==> src/rtl/run_controller_pkg.sv <==
// Shared definitions for run_controller: command codes, FSM states and default widths.
package run_controller_pkg;

  localparam int ARG_W_DEF = 16;
  localparam int CNT_W_DEF = 32;
  localparam int PC_W_DEF  = 16;

  typedef enum logic [2:0] {
    CMD_NOP        = 3'd0,
    CMD_HALT       = 3'd1,
    CMD_RUN        = 3'd2,
    CMD_STEP_CYC   = 3'd3,
    CMD_STEP_INSTR = 3'd4,
    CMD_RUN_N      = 3'd5,
    CMD_SET_BP     = 3'd6,
    CMD_CLR_BP     = 3'd7
  } cmd_e;

  typedef enum logic [2:0] {
    ST_HALTED     = 3'd0,
    ST_RUN        = 3'd1,
    ST_STEP_CYC   = 3'd2,
    ST_STEP_INSTR = 3'd3,
    ST_RUN_N      = 3'd4
  } state_e;

  // Commands that start execution; only legal from HALTED.
  function automatic logic is_go(cmd_e c);
    return c inside {CMD_RUN, CMD_STEP_CYC, CMD_STEP_INSTR, CMD_RUN_N};
  endfunction

endpackage

==> src/rtl/run_controller_sync_edge.sv <==
// sync_edge: two-flop synchronizer for an asynchronous level plus a one-cycle rising-edge pulse.
module sync_edge (
  input  logic i_clk,
  input  logic i_reset,
  input  logic i_d,
  output logic o_rise
);

  // [0] metastable stage, [1] synchronized level, [2] previous synchronized level
  logic [2:0] sh_q, sh_d;

  always_comb sh_d = {sh_q[1:0], i_d};

  always_ff @(posedge i_clk or posedge i_reset) begin
    if (i_reset) sh_q <= '0;
    else         sh_q <= sh_d;
  end

  assign o_rise = sh_q[1] & ~sh_q[2];

endmodule

==> src/rtl/run_controller.sv <==
// CPU clock-enable sequencer for the debug path: run/halt/step/run-N with cycle and instruction counters.
// Breakpoint register and compare are built only when RUN_CTRL_BREAKPOINT_EN is defined.
module run_controller
  import run_controller_pkg::*;
#(
  parameter int ARG_W     = ARG_W_DEF,
  parameter int CNT_W     = CNT_W_DEF,
  parameter int PC_W      = PC_W_DEF,
  parameter int RESET_RUN = 0
) (
  input  logic             i_clk,
  input  logic             i_reset,
  input  logic             i_cmdValid,
  input  logic [2:0]       i_cmd,
  input  logic [ARG_W-1:0] i_cmdArg,
  input  logic             i_btnStep,
  input  logic             i_swInstrNCycle,
  input  logic             i_instrFinished,
  input  logic [PC_W-1:0]  i_pc,
  output logic             o_clkEn,
  output logic             o_halted,
  output logic             o_done,
  output logic             o_bpHit,
  output logic             o_cmdErr,
  output logic [CNT_W-1:0] o_cycleCount,
  output logic [CNT_W-1:0] o_instrCount
);

  state_e           state_q, state_d;
  logic             clk_en_q, clk_en_d;
  logic             done_q, done_d;
  logic             bp_hit_q, bp_hit_d;
  logic             cmd_err_q, cmd_err_d;
  logic             start_q, start_d;
  logic [ARG_W-1:0] n_q, n_d;
  logic [CNT_W-1:0] cycle_q, cycle_d;
  logic [CNT_W-1:0] instr_q, instr_d;

  cmd_e cmd;
  logic btn_rise;
  logic instr_end, go_cmd, halt_cmd, zero_run, bp_match;

  assign cmd = cmd_e'(i_cmd);

  sync_edge u_btn_sync (
    .i_clk   (i_clk),
    .i_reset (i_reset),
    .i_d     (i_btnStep),
    .o_rise  (btn_rise)
  );

`ifdef RUN_CTRL_BREAKPOINT_EN
  logic [PC_W-1:0] bp_q, bp_d;
  logic            bp_valid_q, bp_valid_d;
`else
  logic unused_pc;
  assign unused_pc = ^i_pc;
`endif

  always_comb begin
    state_d   = state_q;
    n_d       = n_q;
    bp_hit_d  = bp_hit_q;
    cmd_err_d = 1'b0;
    start_d   = 1'b0;
    zero_run  = 1'b0;
    bp_match  = 1'b0;
    instr_end = clk_en_q & i_instrFinished;
    go_cmd    = i_cmdValid & is_go(cmd);
    halt_cmd  = i_cmdValid & (cmd == CMD_HALT);
`ifdef RUN_CTRL_BREAKPOINT_EN
    bp_d       = bp_q;
    bp_valid_d = bp_valid_q;
    bp_match   = instr_end & bp_valid_q & (i_pc == bp_q) & (state_q != ST_STEP_CYC);
    if (i_cmdValid && cmd == CMD_SET_BP) begin
      bp_d       = i_cmdArg[PC_W-1:0];
      bp_valid_d = 1'b1;
    end
    if (i_cmdValid && cmd == CMD_CLR_BP) bp_valid_d = 1'b0;
`else
    if (i_cmdValid && (cmd == CMD_SET_BP || cmd == CMD_CLR_BP)) cmd_err_d = 1'b1;
`endif

    case (state_q)
      ST_HALTED: begin
        if (start_q) begin
          state_d = ST_RUN;
        end else if (go_cmd) begin
          bp_hit_d = 1'b0;
          case (cmd)
            CMD_RUN:        state_d = ST_RUN;
            CMD_STEP_CYC:   state_d = ST_STEP_CYC;
            CMD_STEP_INSTR: state_d = ST_STEP_INSTR;
            default: begin
              n_d = i_cmdArg;
              if (i_cmdArg == '0) zero_run = 1'b1;
              else                state_d  = ST_RUN_N;
            end
          endcase
        end else if (btn_rise && !i_cmdValid) begin
          // Button edges coinciding with any command are dropped.
          bp_hit_d = 1'b0;
          state_d  = i_swInstrNCycle ? ST_STEP_INSTR : ST_STEP_CYC;
        end
      end
      ST_STEP_CYC:   state_d = ST_HALTED;
      ST_STEP_INSTR: if (instr_end) state_d = ST_HALTED;
      ST_RUN_N: begin
        n_d = n_q - ARG_W'(1);
        if (n_q == ARG_W'(1)) state_d = ST_HALTED;
      end
      default: ;
    endcase

    if (state_q != ST_HALTED) begin
      if (go_cmd) cmd_err_d = 1'b1;
      if (halt_cmd || bp_match) state_d = ST_HALTED;
      if (bp_match) bp_hit_d = 1'b1;
    end

    clk_en_d = (state_d != ST_HALTED);
    done_d   = zero_run | ((state_q != ST_HALTED) && (state_d == ST_HALTED));
    cycle_d  = cycle_q + CNT_W'(clk_en_q);
    instr_d  = instr_q + CNT_W'(instr_end);
  end

  always_ff @(posedge i_clk or posedge i_reset) begin
    if (i_reset) begin
      state_q   <= ST_HALTED;
      clk_en_q  <= 1'b0;
      done_q    <= 1'b0;
      bp_hit_q  <= 1'b0;
      cmd_err_q <= 1'b0;
      start_q   <= (RESET_RUN != 0);
      n_q       <= '0;
      cycle_q   <= '0;
      instr_q   <= '0;
    end else begin
      state_q   <= state_d;
      clk_en_q  <= clk_en_d;
      done_q    <= done_d;
      bp_hit_q  <= bp_hit_d;
      cmd_err_q <= cmd_err_d;
      start_q   <= start_d;
      n_q       <= n_d;
      cycle_q   <= cycle_d;
      instr_q   <= instr_d;
    end
  end

`ifdef RUN_CTRL_BREAKPOINT_EN
  always_ff @(posedge i_clk or posedge i_reset) begin
    if (i_reset) begin
      bp_q       <= '0;
      bp_valid_q <= 1'b0;
    end else begin
      bp_q       <= bp_d;
      bp_valid_q <= bp_valid_d;
    end
  end
  assign o_bpHit = bp_hit_q;
`else
  // bp_hit_q can never set without the compare.
  assign o_bpHit = 1'b0;
  logic unused_bp_hit;
  assign unused_bp_hit = bp_hit_q;
`endif

  assign o_clkEn      = clk_en_q;
  assign o_halted     = (state_q == ST_HALTED);
  assign o_done       = done_q;
  assign o_cmdErr     = cmd_err_q;
  assign o_cycleCount = cycle_q;
  assign o_instrCount = instr_q;

endmodule
==> config.mk <==
export PLATFORM = sky130hd
export DESIGN_NAME = run_controller
export DESIGN_NICKNAME = d
export VERILOG_FILES = /design/src/rtl/run_controller_pkg.sv /design/src/rtl/run_controller_sync_edge.sv /design/src/rtl/run_controller.sv
export SDC_FILE = /design/constraint.sdc
export NUM_CORES = 1
export LEC_CHECK = 0
export CORE_MARGIN = 4
export CORE_UTILIZATION = 49
export CTS_CLUSTER_SIZE = 28
export DETAILED_ROUTE_END_ITERATION = 8
export HOLD_SLACK_MARGIN = 0.06
export PLACE_DENSITY = 0.83
export SYNTH_ARGS = -nofsm -noshare
export SYNTH_HDL_FRONTEND = slang
export SYNTH_SLANG_ARGS = --single-unit
==> constraint.sdc <==
create_clock -name i_clk -period 3.26 [get_ports i_clk]
set_input_delay 0.652 -clock i_clk [delete_from_list [all_inputs] [get_ports i_clk]]
set_output_delay 0.652 -clock i_clk [all_outputs]
set_load 0.02 [all_outputs]
==> results by stage, run 1 <==
Die:
- The floorplan die area is 10,100 sq um.
- The count of pins on the block boundary is 110.
- The count of standard-cell rows is 33.
- In this run the vertical extent of the chip is 101 microns.
- The width of the die is around 100 microns.
- The initial standard-cell utilization of the core is 0.509.
- The total area inside the core boundary comes to 8260 sq um.

Critical path:
- For the worst setup path, the data arrival time is approximately 2000 ps.
- The largest fanout on the critical path is 9.
- Tracing the worst setup path back leads to its startpoint at state_q[0].
- The critical path crosses 3 cells after its start point.
- The worst setup path is launched from a register.
- The capturing point of the worst reg2reg path is n_q[11].
- STA classifies the critical path endpoint as an output pin.
- The startpoint identified for the worst register-to-register timing path is state_q[0].
- For this run, the slowest stage of the critical path takes around 610 ps.
- The cell with the largest stage delay on the worst path is clkdlybuf4s50_1.
- The dominant delay contributor by cell family on the critical path is buffers and inverters.
- Together, buffers and inverters on the worst path number 2.
- The required arrival time at the worst endpoint is 2610 ps.
- The logic depth of the worst register-to-register path is 5.
- The slack of the worst reg-to-reg path is roughly 1200 ps.
- The critical setup path kind is reg -> out.
- The signal on the critical path passes through or3_1, inv_1, clkdlybuf4s50_1.

Timing:
- The final setup violation count is 0.
- The headroom to the max-slew limit is 0.525.
- The achievable frequency is between 300 and 400 MHz.
- The worst hold slack after final layout is roughly 370 ps.
- The total negative setup slack is 0 ps.
- The share of the clock period used by the worst path after layout is 0.821.
- The count of pins over their slew limit is 0.
- At the pin with the least slew margin, the transition time is between 700 and 800 ps.
- Setup repair after global routing left no endpoint under its margin.
- The clock tree skew after final layout is roughly 10 ps.
- Subtracting the final worst setup slack from the clock period gives between 2000 and 3000 ps.
- The final-report hold violation count is 0.

Synth:
- The post-synthesis area per instance is 10.5 sq um.
- The sequential area share after synthesis is 0.530.
- Yosys mapped a number of flops with a built-in enable equal to 0.
- The synthesized netlist occupies a cell area of around 4200 sq um.
- The gate count after technology mapping is approximately 400.
- The proportion of register bits with asynchronous set or reset after synthesis is 1.00.
- The number of unique standard cell types used by synthesis is approximately 50.
- The number of register bits inferred by synthesis is 89.
- During synthesis, Yosys emitted a total of 0 warnings.
- The net count after synthesis is approximately 450.
- Among all flip-flop cells after synthesis, the most frequent one is dfrtp_1.

Global route:
- After global routing the overflow that remains totals 0.
- Entering global routing, the biggest net connects 50 pins.
- The first global-routing pass estimated approximately 15,000 microns of wire.
- The number of antenna violations at the first check in global routing is 0.
- The via count of the first global-routing pass is between 3k and 4k.
- For this run, the total global-route usage over all layers was measured as 0.186.

Drt:
- Using the TritonRoute via totals, the vias-per-cell ratio works out to around 5.6.
- The remaining design rule violation count is 0.
- After detailed routing, the met2 layer carries approximately 4600 microns of wire.
- Across all layers, the routed design uses approximately 3.4k vias.
- The total routed wirelength is 9160 microns.
- The wire length on met1 is just under 4000 microns.
- After detailed routing, the met3 layer carries about 570 microns of wire.
- The number of iterations in the first detailed-routing pass is 4.
- The number of DRC violations after detailed-routing iteration 0 is between 90 and 100.
- The highest metal layer carrying signal wires in the routed design is met4.
- After detailed routing, the average wire length per cell comes to 15.1 microns.
- The count of nets left with antenna violations after detail routing is 0.

Clock network:
- The clock tree from TritonCTS is built.
- The clock tree root driver cell is clkbuf_8.
- The clock-pin transition on the worst setup and hold timing paths is roughly 90 ps.
- The number of clock buffers added by TritonCTS is 9.
- CTS saw between 80 and 90 sinks.
- The H-tree was split into 3 levels.
- The clock insertion delay at the later pin of the skew report is approximately 350 ps.
- The clock tree buffer depth is 2.
- The number of hold buffers added after CTS was 0.
- Post-CTS repair changed the size of 0 cells.
- The number of buffers inserted by post-CTS setup repair is 0.

Placed design:
- Once placement completed, the tool counted placed cells totaling a little under 600.
- Buffers placed on the I/O ports in this run total 92.
- The half-perimeter wire length of the detailed placement result is ~6900 microns.
- The final RePlAce weighted congestion is 0.834.

Final layout:
- For this run, the post-layout net count is about 540.
- Of the cells placed in the final design, the portion with a size suffix greater than 1 is 0.0539.
- Leaving out fill and tap cells, the most frequent cell in the layout is clkdlybuf4s50_1.
- The number of standard cells in the layout, taps in and fillers out is approximately 610.
- The layout-stage area growth over the synthesis result is 28.7%.
- In the layout the commonest cells are 92 x clkdlybuf4s50_1, 89 x dfrtp_1, 39 x nor2_1, 38 x nand2_1, 36 x xnor2_1.
- The count of inserted antenna diode cells is 0.
- The utilization of the core after routing is 0.655.

Hold path:
- The worst hold path startpoint is u_btn_sync.sh_q[0].
- The min-delay analysis places its worst path in the category reg -> reg.
- The end point of the worst hold path is u_btn_sync.sh_q[1].
- Along the worst hold path, the cell count comes to 0.

Power:
- The maximum vdd ir drop is ~0.37 mV.
- The total power of the final layout is 3250 uW.
- For this design the ratio of total power to cell area is ~600 nW/um^2.
- For this design the static power due to leakage is between 0.002 and 0.0025 uW.

Job:
- Across the run, the number of max-cap violations was 0.

Run status:
- The flow ran to the end, and the final reports show no timing, DRC or antenna violations.
## flip-flops by register name (all words and copies together) (netlist names)
register / count
o_cmdErr: 1
u_btn_sync.sh_q: 3
o_clkEn: 1
o_done: 1
o_cycleCount: 32
o_instrCount: 32
n_q: 16
state_q: 3
## where the power goes
group | switching [uW] | internal [uW]
clock | 395 | 354
combinational | 503 | 429
sequential | 254 | 1320
total | 1150 | 2100
## cell usage after synthesis (all sizes together) (3+ instances only)
library cell / number / area, sq um
nand2: 39 / 149
nor3b: 3 / 27.5
nor3: 23 / 136
or3: 4 / 25.0
o21ai: 5 / 25.0
mux2i: 3 / 30.0
nand3: 24 / 125
xor2: 24 / 210
and4: 5 / 43.8
dfrtp: 89 / 2230
and2: 5 / 31.3
ha: 6 / 75.1
and3: 10 / 62.6
nor2: 40 / 153
nor4: 10 / 68.8
buf: 7 / 58.8
a211oi: 5 / 37.5
nand4: 16 / 106
inv: 10 / 37.5
xnor2: 36 / 315
a21oi: 12 / 60.1
o311ai: 5 / 43.8
## metal layers
metal	global-route usage	vias up
met5	0	-
met4	0.0549	0
met3	0.0443	12
met2	0.321	98
met1	0.232	1642
li1	-	1613
## cells by family (layout without fill, tap and decap cells)
| kind of cell | count (synthesis) | after routing | share of synthesized area |
|---|---|---|---|
| flops | 89 | 89 | 0.530 |
| buf+inv | 19 | 119 | 0.0250 |
| compound gates | 37 | 37 | 0.0590 |
| simple gates | 186 | 186 | 0.235 |
| fa+ha+maj | 6 | 6 | 0.0179 |
| mux | 3 | 3 | 0.00715 |
| xor+xnor | 60 | 60 | 0.125 |
| other cells | 1 | 1 | 0.000893 |
## how the worst max path moves through the flow
stage / endpoint / slack, ps
after CTS: o_halted / 560
after detailed placement: o_instrCount[28] / 520
after global routing: o_halted / 470
final: o_halted / 580
after global placement: o_instrCount[28] / 560
after floorplan: n_q[0] / 300
## through the flow
step                area [sq um]  setup WS [ps]
floorplan                   4200            301
global placement            5210            563
detailed placement          5210            517
CTS                         5410            560
global route                5410            470
finish                      5410            583
## layout make-up
type                            instances  area, sq um
Clock buffer                            9          124
Clock inverter                          6         67.6
Fill cell                             642         2850
Inverter                               10         38.8
Multi-Input combinational cell        293         1870
Sequential cell                        89         2230
Tap cell                              105          131
Timing Repair Buffer                   94          948
Note: power is estimated with default switching activity, not from simulation.
==> run 2: changes to the inputs <==
- CORE_UTILIZATION: 49 -> 44
- PLACE_DENSITY: 0.83 -> 0.79
- clock period: 3.26 -> 2.19 ns (I/O delays scaled with it)
==> results by stage, run 2 (synthesis results as in run 1) <==
Critical path:
- The arrival time at the worst endpoint is 1590 ps (was 2030 ps).
- The largest fanout on the critical path came to 6 (was 9).
- The peak per-stage delay on the critical path is 460 ps (was 610 ps).
- The required arrival time at the worst endpoint is 1750 ps (was 2610 ps).
- The critical path capture point type is an output pin (unchanged).
- Crit-path cells: or3_1, inv_1, dlygate4sd2_1 (was or3_1, inv_1, clkdlybuf4s50_1).
- The cell with the largest stage delay on the worst path is dfrtp_1 (was clkdlybuf4s50_1).
- The slack of the worst reg-to-reg path is 280 ps (was 1190 ps).
- The element type at the critical path start is a register (unchanged).
- The critical setup path kind is reg -> out (unchanged).

Power:
- The power share of the clock group is 0.244 (was 0.231).
- The proportion of power drawn by combinational gates is 0.302 (was 0.287).
- The power per cell area is 894 nW/um^2 (was 602 nW/um^2).
- The switching part of the total came to 0.343 (was 0.355).
- The total power of the final layout is 5060 uW (was 3250 uW).
- The switching power of the nets is 1740 uW (was 1150 uW).
- The reported leakage power is 0.00248 uW (was 0.00234 uW).
- The internal power is 3320 uW (was 2100 uW).
- The maximum vdd ir drop is 0.567 mV (was 0.365 mV).
- The proportion of power drawn by flip-flops and latches was 0.455 (was 0.483).

Drt:
- The overall via count from detail_route is 3,430 (was 3,365).
- The vias per cell was 5.24 (was 5.55).
- The count of nets left with antenna violations after detail routing was 0 (unchanged).
- The average routed wire per standard cell is 14.6 microns (was 15.1 microns).
- The remaining design rule violation count is 0 (unchanged).
- The number of iterations in the first detailed-routing pass is 4 (unchanged).
- The total routed wirelength is 9580 microns (was 9160 microns).
- The number of DRC violations after detailed-routing iteration 0 is 92 (was 91).

Timing:
- The count of pins over their slew limit was 0 (unchanged).
- The post-layout minimum cycle time is 2030 ps.
- The worst hold slack after final layout is 360 ps (was 370 ps).
- The post-layout worst setup margin came to 160 ps (was 583 ps).
- The achievable frequency is 493 MHz.
- The share of the clock period used by the worst path after layout is 0.927.
- The final setup violation count came to 0 (unchanged).
- The final-report hold violation count is 0 (unchanged).
- Unrepaired setup endpoints after global routing: false (unchanged).
- The clock tree skew after final layout is 15.3 ps (was 9.97 ps).

Run status:
- Run status: finished, final reports clean (unchanged).

Placed design:
- The setup slack at placement was -164 ps (was 517 ps).
- The final RePlAce weighted congestion is 0.845 (was 0.834).
- The number of cells in the design after placement is 640 (was 591).
- The half-perimeter wire length of the detailed placement result is 7320 microns (was 6930 microns).
- The number of buffers added on ports is 92 (unchanged).

Final layout:
- The utilization of the core after routing is 0.610 (was 0.655).
- The number of standard cells in the layout, taps in and fillers out is 655 (was 606).
- The layout-stage area growth over the synthesis result is 34.7% (was 28.7%).
- The most common cell after layout, fill and taps aside is clkdlybuf4s50_1 (unchanged).
- The fraction of final layout cells sized beyond drive strength 1 is 0.0989 (was 0.0539).
- The post-layout net count came to 569 (was 544).
- The number of fill cells in the layout is 791 (was 642).
- The count of inserted antenna diode cells is 0 (unchanged).
- Commonest non-fill, non-tap cells in the layout: 91 x clkdlybuf4s50_1, 89 x dfrtp_1, 39 x nor2_1, 38 x nand2_1, 36 x xnor2_1 (was 92 x clkdlybuf4s50_1, 89 x dfrtp_1, 39 x nor2_1, 38 x nand2_1, 36 x xnor2_1).

Die:
- The vertical extent of the die is 106 microns (was 101 microns).
- The floorplan die area is 11,200 sq um (was 10,100 sq um).
- The count of pins on the block boundary is 110 (unchanged).
- The width of the die is 106 microns (was 101 microns).
- The initial standard-cell utilization of the core is 0.452 (was 0.509).
- The count of standard-cell rows is 35 (was 33).
- The core footprint came to 9280 sq um (was 8260 sq um).

Clock network:
- The clock-pin transition on the worst setup and hold timing paths is 90 ps (about the same).
- The number of buffers inserted by post-CTS setup repair is 0 (unchanged).
- The clock tree from TritonCTS is built (unchanged).
- The clock tree root driver cell was clkbuf_8 (unchanged).
- The number of H-tree levels was 3 (unchanged).
- The clock insertion delay at the later pin of the skew report is 350 ps (about the same).
- The clock tree buffer depth was 2 (unchanged).
- The clock sink total came to 89 (unchanged).
- The number of buffers created by CTS is 9 (unchanged).

Global route:
- The wire length of the first global-routing pass came to 16,300 microns (was 15,300 microns).
- The total congestion overflow is 0 (unchanged).
- The number of antenna violations at the first check in global routing is 0 (unchanged).
- The via count of the first global-routing pass is 3,557 (was 3,318).
- The pin count of the biggest net entering global routing came to 44 (was 50).
- The total global-route track usage came to 0.178 (was 0.186).

Job:
- The max-cap check violation count is 0 (unchanged).

Hold path:
- The worst min-delay path category is reg -> reg (unchanged).
## run 2: layer usage
metal / global-route usage / up-vias / share of wire
met4: 0.0444 / 0 / 0.013
met5: 0 / - / 0
met1: 0.217 / 1655 / 0.43
met3: 0.0423 / 14 / 0.055
met2: 0.316 / 106 / 0.50
li1: - / 1655 / -
## run 2: final cells by class
cell class,instances,area [sq um],share of cell area
Clock buffer,9,124,0.0219
Multi-Input combinational cell,293,1870,0.330
Sequential cell,89,2230,0.394
Tap cell,129,161,0.0285
Clock inverter,6,90.1,0.0159
Timing Repair Buffer,119,1150,0.203
Inverter,10,41.3,0.00730
## run 2: stage by stage
stage	TNS (ps)	cell area, sq um
floorplan	0	4200
CTS	0	5660
global placement	-1210	5450
global route	0	5660
detailed placement	-1550	5450
finish	0	5660
## run 2: worst paths after layout
check,endpoint,cells after the start,from
min in group asynchronous,n_q[5],2,i_reset
worst min register to register,u_btn_sync.sh_q[1],0,u_btn_sync.sh_q[0]
worst max-delay path,o_halted,3,state_q[1]
worst max register to register,n_q[11],6,state_q[1]
worst min-delay path,u_btn_sync.sh_q[1],0,u_btn_sync.sh_q[0]
max in group asynchronous,o_cycleCount[19],3,i_reset
## run 2: worst max-delay path: cells and delay by family, from the launching register on
kind,cells,cell delay (ps)
buffers and inverters,2,420
DFF,1,460
and+or+nand+nor,1,370
## run 2: power by group through the flow
stage	Combinational, uW	Sequential [uW]	Clock, uW
3_5_place_dp	1540	2330	0
5_1_grt	1670	2360	1340
2_1_floorplan	764	2420	0
6_report	1530	2300	1230
3_3_place_gp	1490	2300	0
4_1_cts	1540	2300	1270
## run 2: repair_timing
action,in CTS,in global routing
endpoints found under the setup margin,1,0
resized for setup,1,0
hold buffers,0,0
